[src/rtl/hazard_forward_scoreboard.sv]
// Load-use stall and EX bypass control driven by a shift-register scoreboard of in-flight
// instructions from EX down to the last forwardable stage.
module hazard_forward_scoreboard #(
  parameter int unsigned REG_AW     = 5,
  parameter int unsigned DEPTH      = 3,
  parameter int unsigned LOAD_READY = 2,
  parameter int unsigned CNT_W      = 16,
  localparam int unsigned SW        = $clog2(DEPTH)
) (
  input  logic              clk,
  input  logic              reset,
  input  logic              id_valid,
  input  logic [REG_AW-1:0] id_rs,
  input  logic [REG_AW-1:0] id_rt,
  input  logic              id_rs_used,
  input  logic              id_rt_used,
  input  logic [REG_AW-1:0] id_dst,
  input  logic              id_regwrite,
  input  logic              id_memread,
  input  logic              flush,
  input  logic              stall_count_clr,
  output logic [SW-1:0]     fwd_a,
  output logic [SW-1:0]     fwd_b,
  output logic              stall,
  output logic              pc_write,
  output logic              if_id_write,
  output logic              ctrl_bubble,
  output logic [CNT_W-1:0]  stall_count
);

  typedef struct packed {
    logic              valid;
    logic [REG_AW-1:0] dst;
    logic              regwrite;
    logic              memread;
    logic [REG_AW-1:0] rs;
    logic [REG_AW-1:0] rt;
    logic              rs_used;
    logic              rt_used;
  } slot_t;

  slot_t            slot_q [DEPTH];
  slot_t            slot0_d;
  logic [CNT_W-1:0] stall_count_q;
  logic             haz_a, haz_b;
  logic             a_early, b_early;

  function automatic logic is_producer(slot_t s, logic [REG_AW-1:0] r);
    return s.valid && s.regwrite && (s.dst != '0) && (s.dst == r);
  endfunction

  // Walk oldest to youngest so the youngest producer is the last assignment.
  always_comb begin
    fwd_a   = '0;
    fwd_b   = '0;
    a_early = 1'b0;
    b_early = 1'b0;
    for (int i = int'(DEPTH) - 1; i >= 1; i--) begin
      if (slot_q[0].valid && slot_q[0].rs_used && is_producer(slot_q[i], slot_q[0].rs)) begin
        fwd_a   = SW'(i);
        a_early = slot_q[i].memread && (i < int'(LOAD_READY));
      end
      if (slot_q[0].valid && slot_q[0].rt_used && is_producer(slot_q[i], slot_q[0].rt)) begin
        fwd_b   = SW'(i);
        b_early = slot_q[i].memread && (i < int'(LOAD_READY));
      end
    end
  end

  // A younger non-load producer overrides an older load on the same register.
  always_comb begin
    haz_a = 1'b0;
    haz_b = 1'b0;
    for (int j = int'(DEPTH) - 2; j >= 0; j--) begin
      if (is_producer(slot_q[j], id_rs)) haz_a = slot_q[j].memread && (j + 1 < int'(LOAD_READY));
      if (is_producer(slot_q[j], id_rt)) haz_b = slot_q[j].memread && (j + 1 < int'(LOAD_READY));
    end
  end

  always_comb begin
    stall       = id_valid && ((id_rs_used && haz_a) || (id_rt_used && haz_b)) && !flush;
    pc_write    = !stall;
    if_id_write = !stall;
    ctrl_bubble = stall || flush;
    stall_count = stall_count_q;
  end

  always_comb begin
    slot0_d.valid    = id_valid && !ctrl_bubble;
    slot0_d.dst      = id_dst;
    slot0_d.regwrite = id_regwrite;
    slot0_d.memread  = id_memread;
    slot0_d.rs       = id_rs;
    slot0_d.rt       = id_rt;
    slot0_d.rs_used  = id_rs_used;
    slot0_d.rt_used  = id_rt_used;
  end

  always_ff @(posedge clk) begin
    if (reset) begin
      for (int i = 0; i < int'(DEPTH); i++) slot_q[i] <= '0;
      stall_count_q <= '0;
    end else begin
      for (int i = 1; i < int'(DEPTH); i++) slot_q[i] <= slot_q[i-1];
      slot_q[0] <= slot0_d;
      if (stall_count_clr) begin
        stall_count_q <= '0;
      end else if (stall && (stall_count_q != '1)) begin
        stall_count_q <= stall_count_q + CNT_W'(1);
      end
    end
  end

  // The stall must have kept any consumer out of EX until its load result is forwardable.
  always_ff @(posedge clk) begin
    if (!reset) begin
      assert (!a_early && !b_early);
    end
  end

endmodule
[config.mk]
export PLATFORM = sky130hd
export DESIGN_NAME = hazard_forward_scoreboard
export DESIGN_NICKNAME = d
export VERILOG_FILES = /design/src/rtl/hazard_forward_scoreboard.sv
export SDC_FILE = /design/constraint.sdc
export NUM_CORES = 1
export LEC_CHECK = 0
export ABC_CLOCK_PERIOD_IN_PS = 1850
export CORE_UTILIZATION = 50
export CTS_CLUSTER_SIZE = 8
export DETAILED_ROUTE_END_ITERATION = 6
export PLACE_DENSITY = 0.76
export SLEW_MARGIN = 10
export SYNTH_ARGS = -nofsm -noshare
export SYNTH_HDL_FRONTEND = slang
export SYNTH_SLANG_ARGS = --single-unit
[constraint.sdc]
create_clock -name clk -period 1.85 [get_ports clk]
set_input_delay 0.2775 -clock clk [delete_from_list [all_inputs] [get_ports clk]]
set_output_delay 0.2775 -clock clk [all_outputs]
set_load 0.05 [all_outputs]
* After elaboration in Yosys (flattened, before gate mapping)
Memory sizes are Yosys's and may differ from the RTL's.
Index checks and enable logic that the tools add are counted.
** Storage, ports and cells
- Register bits after elaboration :: 16
- RAM bits :: 60
- Input port bits :: 24
- Output and inout bits :: 24
- Logic and storage cells :: 58
- Memories :: 1
** Memories
- slot_q :: words 3, bits a word 20, rd ports 3, clocked after memory_dff 0, wr ports 3, RTL line 42 : slot_t slot_q [DEPTH];
** Operators by class
- Add/subtract/negate cells :: 1
- Eq/ne operators :: 7
- Mux-type cells :: 12
- Bitwise logic cells :: 3
- Reductions and logical operators :: 33
** Operators by type and width (count)
- 2-to-1 mux 20 bit :: 3
- == test 5 bit :: 6
- logical AND 1 bit :: 24
- adder 16 x 1 -> 16 bit (second input constant) :: 1
- != test 16 bit (second input constant) :: 1
- nonzero test 5 bit :: 3
- 2-to-1 mux 2 bit :: 4
- 2-to-1 mux 1 bit :: 5
- logical NOT 1 bit :: 3
- OR 1 bit :: 3
- logical OR 1 bit :: 2
- OR reduction 2 bit :: 1

* Depth between registers and ports, before layout
Gate-level depths: netlist (run 1).
- Word-level depth :: 12
- Gate-level depth with buffers :: 6
- Gate-level depth less buffers :: 6

* Worst setup path after synthesis (run 1)
Ideal clock, no wire load.
- Kind :: reg2out
- Start point :: memory slot_q[0][36] in the netlist's numbering
- End point :: output fwd_a[1]
- Arrival time :: 2.890 ns
- Required time :: 1.572 ns
- Slack :: -1.318 ns
- Cell stages (with the launch flop) :: 5
- Path buffers :: 0
- Cells stage by stage :: dfxtp_1 -> or4_1 -> o211ai_1 -> nor4_1 -> nor2_1
** RTL lines
- start: declaration :: RTL line 42
- end: declaration :: RTL line 22 : output logic [SW-1:0] fwd_a,

==> impl_metrics.py, run 1 <==
metrics = {
    "sta": {
        "final_max_slew_viol_count": 0,
        "clock-skew-final_ns": 0.01220,
        "max_freq_mhz": 472.0,
        "setup_violations": 9,
        "worst_pin_slew_ns": 0.5264,
        "fin_crit_ns": 2.119,
        "rsz0062_at_grt": "yes",
        "layout_setup_ws_ns": -0.2687,
        "slew_headroom": 0.6479,
        "hold_ws_ns": 0.3958,
        "hold_viol": 0,
        "fin_crit_sh": 1.145,
    },
    "worst_setup_path": {
        "arrival_ns": 1.84,
        "ff2ff_setup_slack_ns": -0.02,
        "path_buf_inv": 2,
        "crit_chain": "or4_4 -> o211ai_1 -> buf_4 -> nor4_4 -> nor2_4 -> buf_12",
        "r2r-end": "stall_count[3]",
        "crit_family": "simple AND/OR/NAND/NOR gates",
        "cp_max_fo": 2,
        "critPathMaxStageDelay_ns": 0.52,
        "reg2reg_from": "slot_q[0][14]",
        "rr_worst_depth": 6,
        "crit_slowest_cell": "or4_4",
        "endpoint_kind": "output pin",
        "crit_type": "reg -> out",
        "cp.required_ns": 1.57,
        "startpoint_type": "register",
    },
    "detailed_routing": {
        "dr.pass1.iters": 4,
        "drtIter0Drc": 121,
        "drt_wl_total_um": 5692,
        "vias": 1966,
        "post_drt_wl_per_cell_um": 15.81,
        "viasPerCell": 5.461,
        "drc": 0,
        "ant_nets": 0,
    },
    "yosys": {
        "yosys-mux-area-fraction": 0.01341,
        "synthXorXnorAreaFrac": 0.1173,
        "synth_top_family_by_area": "simple AND/OR/NAND/NOR gates",
        "syn-num-nets": 260,
        "avgSynthCellArea_um2": 9.530,
        "synth-simple-area-share": 0.2972,
        "synth_seq_cells": 50,
        "synth_cell_types": 40,
        "yosysSeqAreaShare": 0.4469,
        "synth_compound_area_frac": 0.09777,
        "netlist_instances": 235,
        "yosysWarnings": 0,
        "syn_area_mm2": 0.002240,
        "synth_adder_area_share": 0.005587,
    },
    "floorplan": {
        "die_w_um": 68.93,
        "start_util": 0.5405,
        "dieArea_mm2": 0.004751,
        "die_h_um": 68.93,
        "rows": 23,
        "core_area_mm2": 0.004144,
        "ioPinCount": 48,
    },
    "power_and_ir_drop": {
        "vdd_drop_max_uv": 498.9,
        "p_leak_nw": 1.261,
        "cellPowerDensity_mw_per_mm2": 602.1,
    },
    "global_route": {
        "grt_pass1_vias": 1804,
        "grt_usage": 0.2498,
        "antenna_found_initial": 0,
        "grt_max_degree": 35,
        "grt_pass1_wl_um": 8487,
        "grt.overflow.total": 0,
    },
    "min_path": {
        "hold_start": "id_rs[0]",
        "holdPathEnd": "slot_q[0][7]",
        "holdPathStages": 2,
        "hold_class": "in -> reg",
    },
    "placement": {
        "globalplace.congestion": 0.8272,
        "portBuffers": 47,
        "dp_hpwl_um": 3902,
        "dpl_cell_area_mm2": 0.002994,
    },
    "clock_tree": {
        "cts_tree": "done",
        "clock_path_buffers": 2,
        "cts-root-buf": "clkbuf_8",
        "cts_buffers": 5,
        "cts_htree_levels": 2,
        "cts_sinks": 50,
        "clock_latency_ns": 0.31,
        "path_clk_slew_ns": 0.09,
    },
    "finish": {
        "seq_area_mm2": 0.001047,
        "fill_cells": 269,
        "layout-drive-gt1-share": 0.3290,
        "mostFrequentLayoutCells": "nor2b_1, dfxtp_1, clkdlybuf4s50_1, buf_4, xnor2_1",
        "antenna_cells": 0,
        "syn_to_final_growth_pct": 49.50,
        "multi_input_area_mm2": 0.001389,
        "nNetsFinal": 334,
        "mostFrequentLayoutCell": "nor2b_1",
        "design_area_mm2": 0.003348,
    },
    "flow_run": {
        "max_cap_viol_count": 0,
    },
    "status": {
        "violations": "negative setup slack",
        "status": "finished, violations left",
    },
}
[cell usage after synthesis (all sizes together)]
| library cell | count | share of area |
|---|---|---|
| nor2b | 33 | 0.092 |
| nor4 | 3 | 0.0084 |
| a211oi | 2 | 0.012 |
| o31ai | 3 | 0.010 |
| clkbuf | 7 | 0.012 |
| o211ai | 2 | 0.0067 |
| o311ai | 1 | 0.0039 |
| and3 | 2 | 0.0056 |
| o41ai | 1 | 0.0039 |
| xnor2 | 26 | 0.10 |
| o22a | 1 | 0.0039 |
| inv | 4 | 0.0067 |
| a21o | 1 | 0.0034 |
| a21oi | 10 | 0.022 |
| and4 | 2 | 0.0078 |
| ha | 1 | 0.0056 |
| mux2i | 3 | 0.013 |
| o21ai | 8 | 0.018 |
| and2 | 3 | 0.0084 |
| buf | 1 | 0.0034 |
| or3 | 7 | 0.020 |
| nand2 | 13 | 0.025 |
| nor3 | 2 | 0.0067 |
| nor2 | 10 | 0.017 |
| nand4bb | 1 | 0.012 |
| or2 | 1 | 0.0028 |
| o21a | 2 | 0.0067 |
| o22ai | 1 | 0.0028 |
| nand4 | 15 | 0.051 |
| dfxtp | 50 | 0.45 |
| a41oi | 1 | 0.0039 |
| xor2 | 4 | 0.016 |
| nand3 | 6 | 0.013 |
| nor3b | 1 | 0.0034 |
| or4 | 7 | 0.023 |
[report_power, final]
part           internal, W  switching (W)
clock network     0.000260       0.000371
logic             0.000143       0.000105
registers          0.00110      0.0000365
total              0.00150       0.000512
[stage by stage]
stage / cells / TNS [ns] / util / setup WS [ns] / power (W)
detailed placement: 342 / -4.428 / 0.7225 / -0.2914 / 0.001376
floorplan: 235 / -0.2269 / - / -0.1134 / 0.001275
global placement: 342 / -4.147 / 0.7225 / -0.2812 / 0.001371
CTS: 356 / -1.195 / 0.7696 / -0.2885 / 0.001994
finish: 360 / -1.178 / 0.8080 / -0.2687 / 0.002016
global route: 360 / -2.175 / 0.8080 / -0.3473 / 0.002090
[state kept, by name, indices dropped and copies added (netlist names)]
register	flops
slot_q	34
stall_count	16
[per-layer routing]
metal / GRT usage / part of all wire / up-vias
met3: 0.05428 / 0.051 / 8
met1: 0.3367 / 0.46 / 917
met2: 0.3871 / 0.47 / 68
li1: - / - / 973
met5: 0 / 0 / -
met4: 0.09694 / 0.018 / 0
[cell type report]
type                       instances  share of cell area
tap                               50             0.01868
inverter                           4            0.005605
sequential                        50              0.3128
clock inverter                     3            0.004858
clock buffer                       5             0.02055
timing repair buffer              75              0.2227
multi-input combinational        173              0.4148
[worst max path at each step]
stage | startpoint | to | slack [ns] | cells after the start
CTS | slot_q[0][35] | fwd_b[1] | -0.29 | 6
floorplan | slot_q[0][35] | fwd_a[1] | -0.11 | 4
finish | slot_q[0][35] | fwd_a[1] | -0.27 | 6
global placement | id_rt[3] | ctrl_bubble | -0.28 | 7
detailed placement | id_rt[3] | stall_count[10] | -0.29 | 7
global route | slot_q[0][35] | fwd_b[1] | -0.35 | 6
[logic make-up after synthesis]
family | after synthesis
flops | 50
fa+ha+maj | 1
compound gates | 33
buf+inv | 12
simple gates | 106
xor+xnor | 30
mux | 3
[worst reg2reg max path: cells and delay by family (launching register included)]
family,cells,cell delay [ns]
buf+inv,1,0.19
flops,1,0.41
xor+xnor,1,0.12
simple gates,2,0.72
compound gates,2,0.38
[timing repair]
item | in CTS | in global routing
pin swaps | 14 | 16
buffers inserted | 6 | 4
resized for setup | 31 | 31
hold endpoints to repair | 0 | 0
setup endpoints to repair | 8 | 21
hold buffers | 0 | 0
No activity file was read; power rests on OpenSTA's default activity.
==> inputs of run 2 (changes only) <==
--- a/config.mk
+++ b/config.mk
@@ -6,9 +6,11 @@
 export NUM_CORES = 1
 export LEC_CHECK = 0
 export ABC_CLOCK_PERIOD_IN_PS = 1850
+export CORE_MARGIN = 10
 export CORE_UTILIZATION = 50
 export CTS_CLUSTER_SIZE = 8
 export DETAILED_ROUTE_END_ITERATION = 6
+export HOLD_SLACK_MARGIN = 0.05
 export PLACE_DENSITY = 0.76
 export SLEW_MARGIN = 10
 export SYNTH_ARGS = -nofsm -noshare
==> run 2 against run 1 <==
  * The flow still finishes with violations (negative setup slack)
  * Cell count increased by 3.3%
  * Flip-flop and latch count unchanged
  * Wire length increased by 17%
  * Combinational power increased by 16%
  * Clock skew decreased by 0.0066 ns
  * Critical path depth unchanged
  * Critical endpoint is now ctrl_bubble
==> impl_metrics.py, run 2 (synthesis gave the netlist of run 1 again) <==
metrics = {
    "floorplan": {
        "die_w_um": 86.93,
        "dieArea_mm2": 0.007556,
        "rows": 24,
        "die_h_um": 86.93,
        "start_util": 0.5144,
        "ioPinCount": 48,
        "core_area_mm2": 0.004354,
    },
    "worst_setup_path": {
        "endpoint_kind": "output pin",
        "path_buf_inv": 2,
        "endpoint": "ctrl_bubble",
        "startpoint": "slot_q[0][17]",
        "arrival_ns": 1.87,
        "cp.required_ns": 1.57,
        "crit_family": "compound AO/OA/AOI/OAI gates",
        "reg2reg_from": "slot_q[0][18]",
        "crit_type": "reg -> out",
        "crit_chain": "xnor2_2 -> nand4_1 -> o22ai_4 -> buf_6 -> a21o_1 -> buf_12",
        "crit_slowest_cell": "dfxtp_4",
        "startpoint_type": "register",
        "rr_worst_depth": 7,
        "cp_max_fo": 4,
        "critPathMaxStageDelay_ns": 0.39,
        "cp.depth": 6,
        "ff2ff_setup_slack_ns": -0.18,
        "r2r-end": "stall_count[15]",
    },
    "finish": {
        "regMostFlops": "slot_q",
        "syn_to_final_growth_pct": 58.10,
        "seq_area_mm2": 0.001045,
        "nNetsFinal": 344,
        "mostFrequentLayoutCells": "nor2b_1, buf_4, dfxtp_1, clkdlybuf4s50_1, xnor2_1",
        "fill_cells": 250,
        "mostFrequentLayoutCell": "nor2b_1",
        "antenna_cells": 0,
        "stdcell_count": 372,
        "design_area_mm2": 0.003541,
        "largest_reg_flops": 34,
        "multi_input_area_mm2": 0.001484,
        "layout-drive-gt1-share": 0.3813,
    },
    "detailed_routing": {
        "detailroute.wirelength.met2_um": 3401,
        "met1_length_um": 2858,
        "ant_nets": 0,
        "drt_wl_total_um": 6681,
        "highest_layer": "met4",
        "post_drt_wl_per_cell_um": 17.96,
        "viasPerCell": 5.667,
        "drtIter0Drc": 141,
        "vias": 2108,
        "drc": 0,
        "dr.pass1.iters": 4,
        "wl_met3_um": 318,
    },
    "sta": {
        "clock-skew-final_ns": 0.005600,
        "fin_crit_ns": 2.148,
        "max_freq_mhz": 465.5,
        "worst_pin_slew_ns": 0.5179,
        "fin_crit_sh": 1.161,
        "final_max_slew_viol_count": 0,
        "layout_setup_ws_ns": -0.2982,
        "setup_violations": 19,
        "rsz0062_at_grt": "yes",
        "hold_viol": 0,
        "slew_headroom": 0.6536,
    },
    "global_route": {
        "grt.overflow.total": 0,
        "antenna_found_initial": 0,
        "grt_max_degree": 35,
        "grt_pass1_vias": 1978,
        "grt_pass1_wl_um": 9487,
        "grt_usage": 0.1538,
    },
    "power_and_ir_drop": {
        "sw_frac_of_total": 0.2595,
        "clkPwrFrac": 0.309,
        "p_comb_frac": 0.139,
        "vdd_drop_max_uv": 465.2,
        "cellPowerDensity_mw_per_mm2": 583.5,
        "seqPwrFrac": 0.552,
        "power_w": 0.002066,
        "switchingPower_w": 0.0005361,
        "p_leak_nw": 1.346,
        "power.internal_w": 0.001530,
    },
    "clock_tree": {
        "cts-root-buf": "clkbuf_8",
        "clock_path_buffers": 2,
        "cts_htree_levels": 2,
        "cts_sinks": 50,
        "clock_latency_ns": 0.31,
        "cts_tree": "done",
        "path_clk_slew_ns": 0.09,
        "cts_buffers": 5,
    },
    "placement": {
        "dpl_cell_area_mm2": 0.003027,
        "globalplace.congestion": 0.8443,
        "portBuffers": 47,
        "dp_hpwl_um": 4273,
        "dpl.cell_count": 349,
        "pre_cts_ws_ns": -0.3829,
    },
    "min_path": {
        "hold_class": "in -> reg",
    },
    "flow_run": {
        "max_cap_viol_count": 0,
    },
    "status": {
        "violations": "negative setup slack",
        "status": "finished, violations left",
    },
}
## run 2: cell count changes in the layout (fill, tap and decap cells not counted), sizes merged
cell           change
buf               +12
clkdlybuf4s50      -2
dlygate4sd2        -1
o22a               +1
## run 2: area by class of cell
cell class / count / area share
multi-input cells: 174 / 0.4191
flip-flops and latches: 50 / 0.2951
repair buffers: 84 / 0.2367
clock buffers: 5 / 0.01943
well taps: 52 / 0.01837
clock inverters: 3 / 0.006007
inverters: 4 / 0.005300
## run 2: repair_timing
action                     4_1_cts  5_1_grt
gates resized for setup         31       49
setup endpoints to repair       13       23
gates cloned                     0        1
hold buffers                     0        0
setup buffers                    6        9
pin swaps                       14       30
## run 2: how the worst min path moves through the flow
stage	startpoint	endpoint	slack (ns)	depth (start not counted)
after CTS	id_rs[3]	slot_q[0][10]	0.36	2
final	id_valid	slot_q[0][19]	0.28	2
after global placement	slot_q[0][39]	slot_q[0][59]	0.46	1
after global routing	id_valid	slot_q[0][19]	0.29	2
after detailed placement	slot_q[0][39]	slot_q[0][59]	0.46	1
after floorplan	id_rt_used	slot_q[0][0]	0.41	1
## run 2: power by group through the flow
stage | logic, W | registers (W) | clock network (W)
floorplan | 0.000121 | 0.00115 | 0
global placement | 0.000218 | 0.00116 | 0
detailed placement | 0.000223 | 0.00116 | 0
CTS | 0.000240 | 0.00114 | 0.000636
global route | 0.000303 | 0.00114 | 0.000683
finish | 0.000287 | 0.00114 | 0.000639
## run 2: routing by layer
layer,vias up,global-route usage
li1,1004,-
met1,1024,0.1892
met2,70,0.2545
met3,10,0.03371
met4,0,0.05744
met5,-,0
## run 2: per-stage QoR
| step | setup TNS [ns] | hold WS [ns] | utilization |
|---|---|---|---|
| 6_report | -2.631 | 0.2800 | 0.8132 |
| 5_1_grt | -3.566 | 0.2889 | 0.8132 |
| 4_1_cts | -1.122 | 0.3578 | 0.7428 |
| 3_5_place_dp | -5.039 | 0.4646 | 0.6951 |
| 3_3_place_gp | -4.337 | 0.4619 | 0.6951 |
| 2_1_floorplan | -0.2269 | 0.4057 | - |
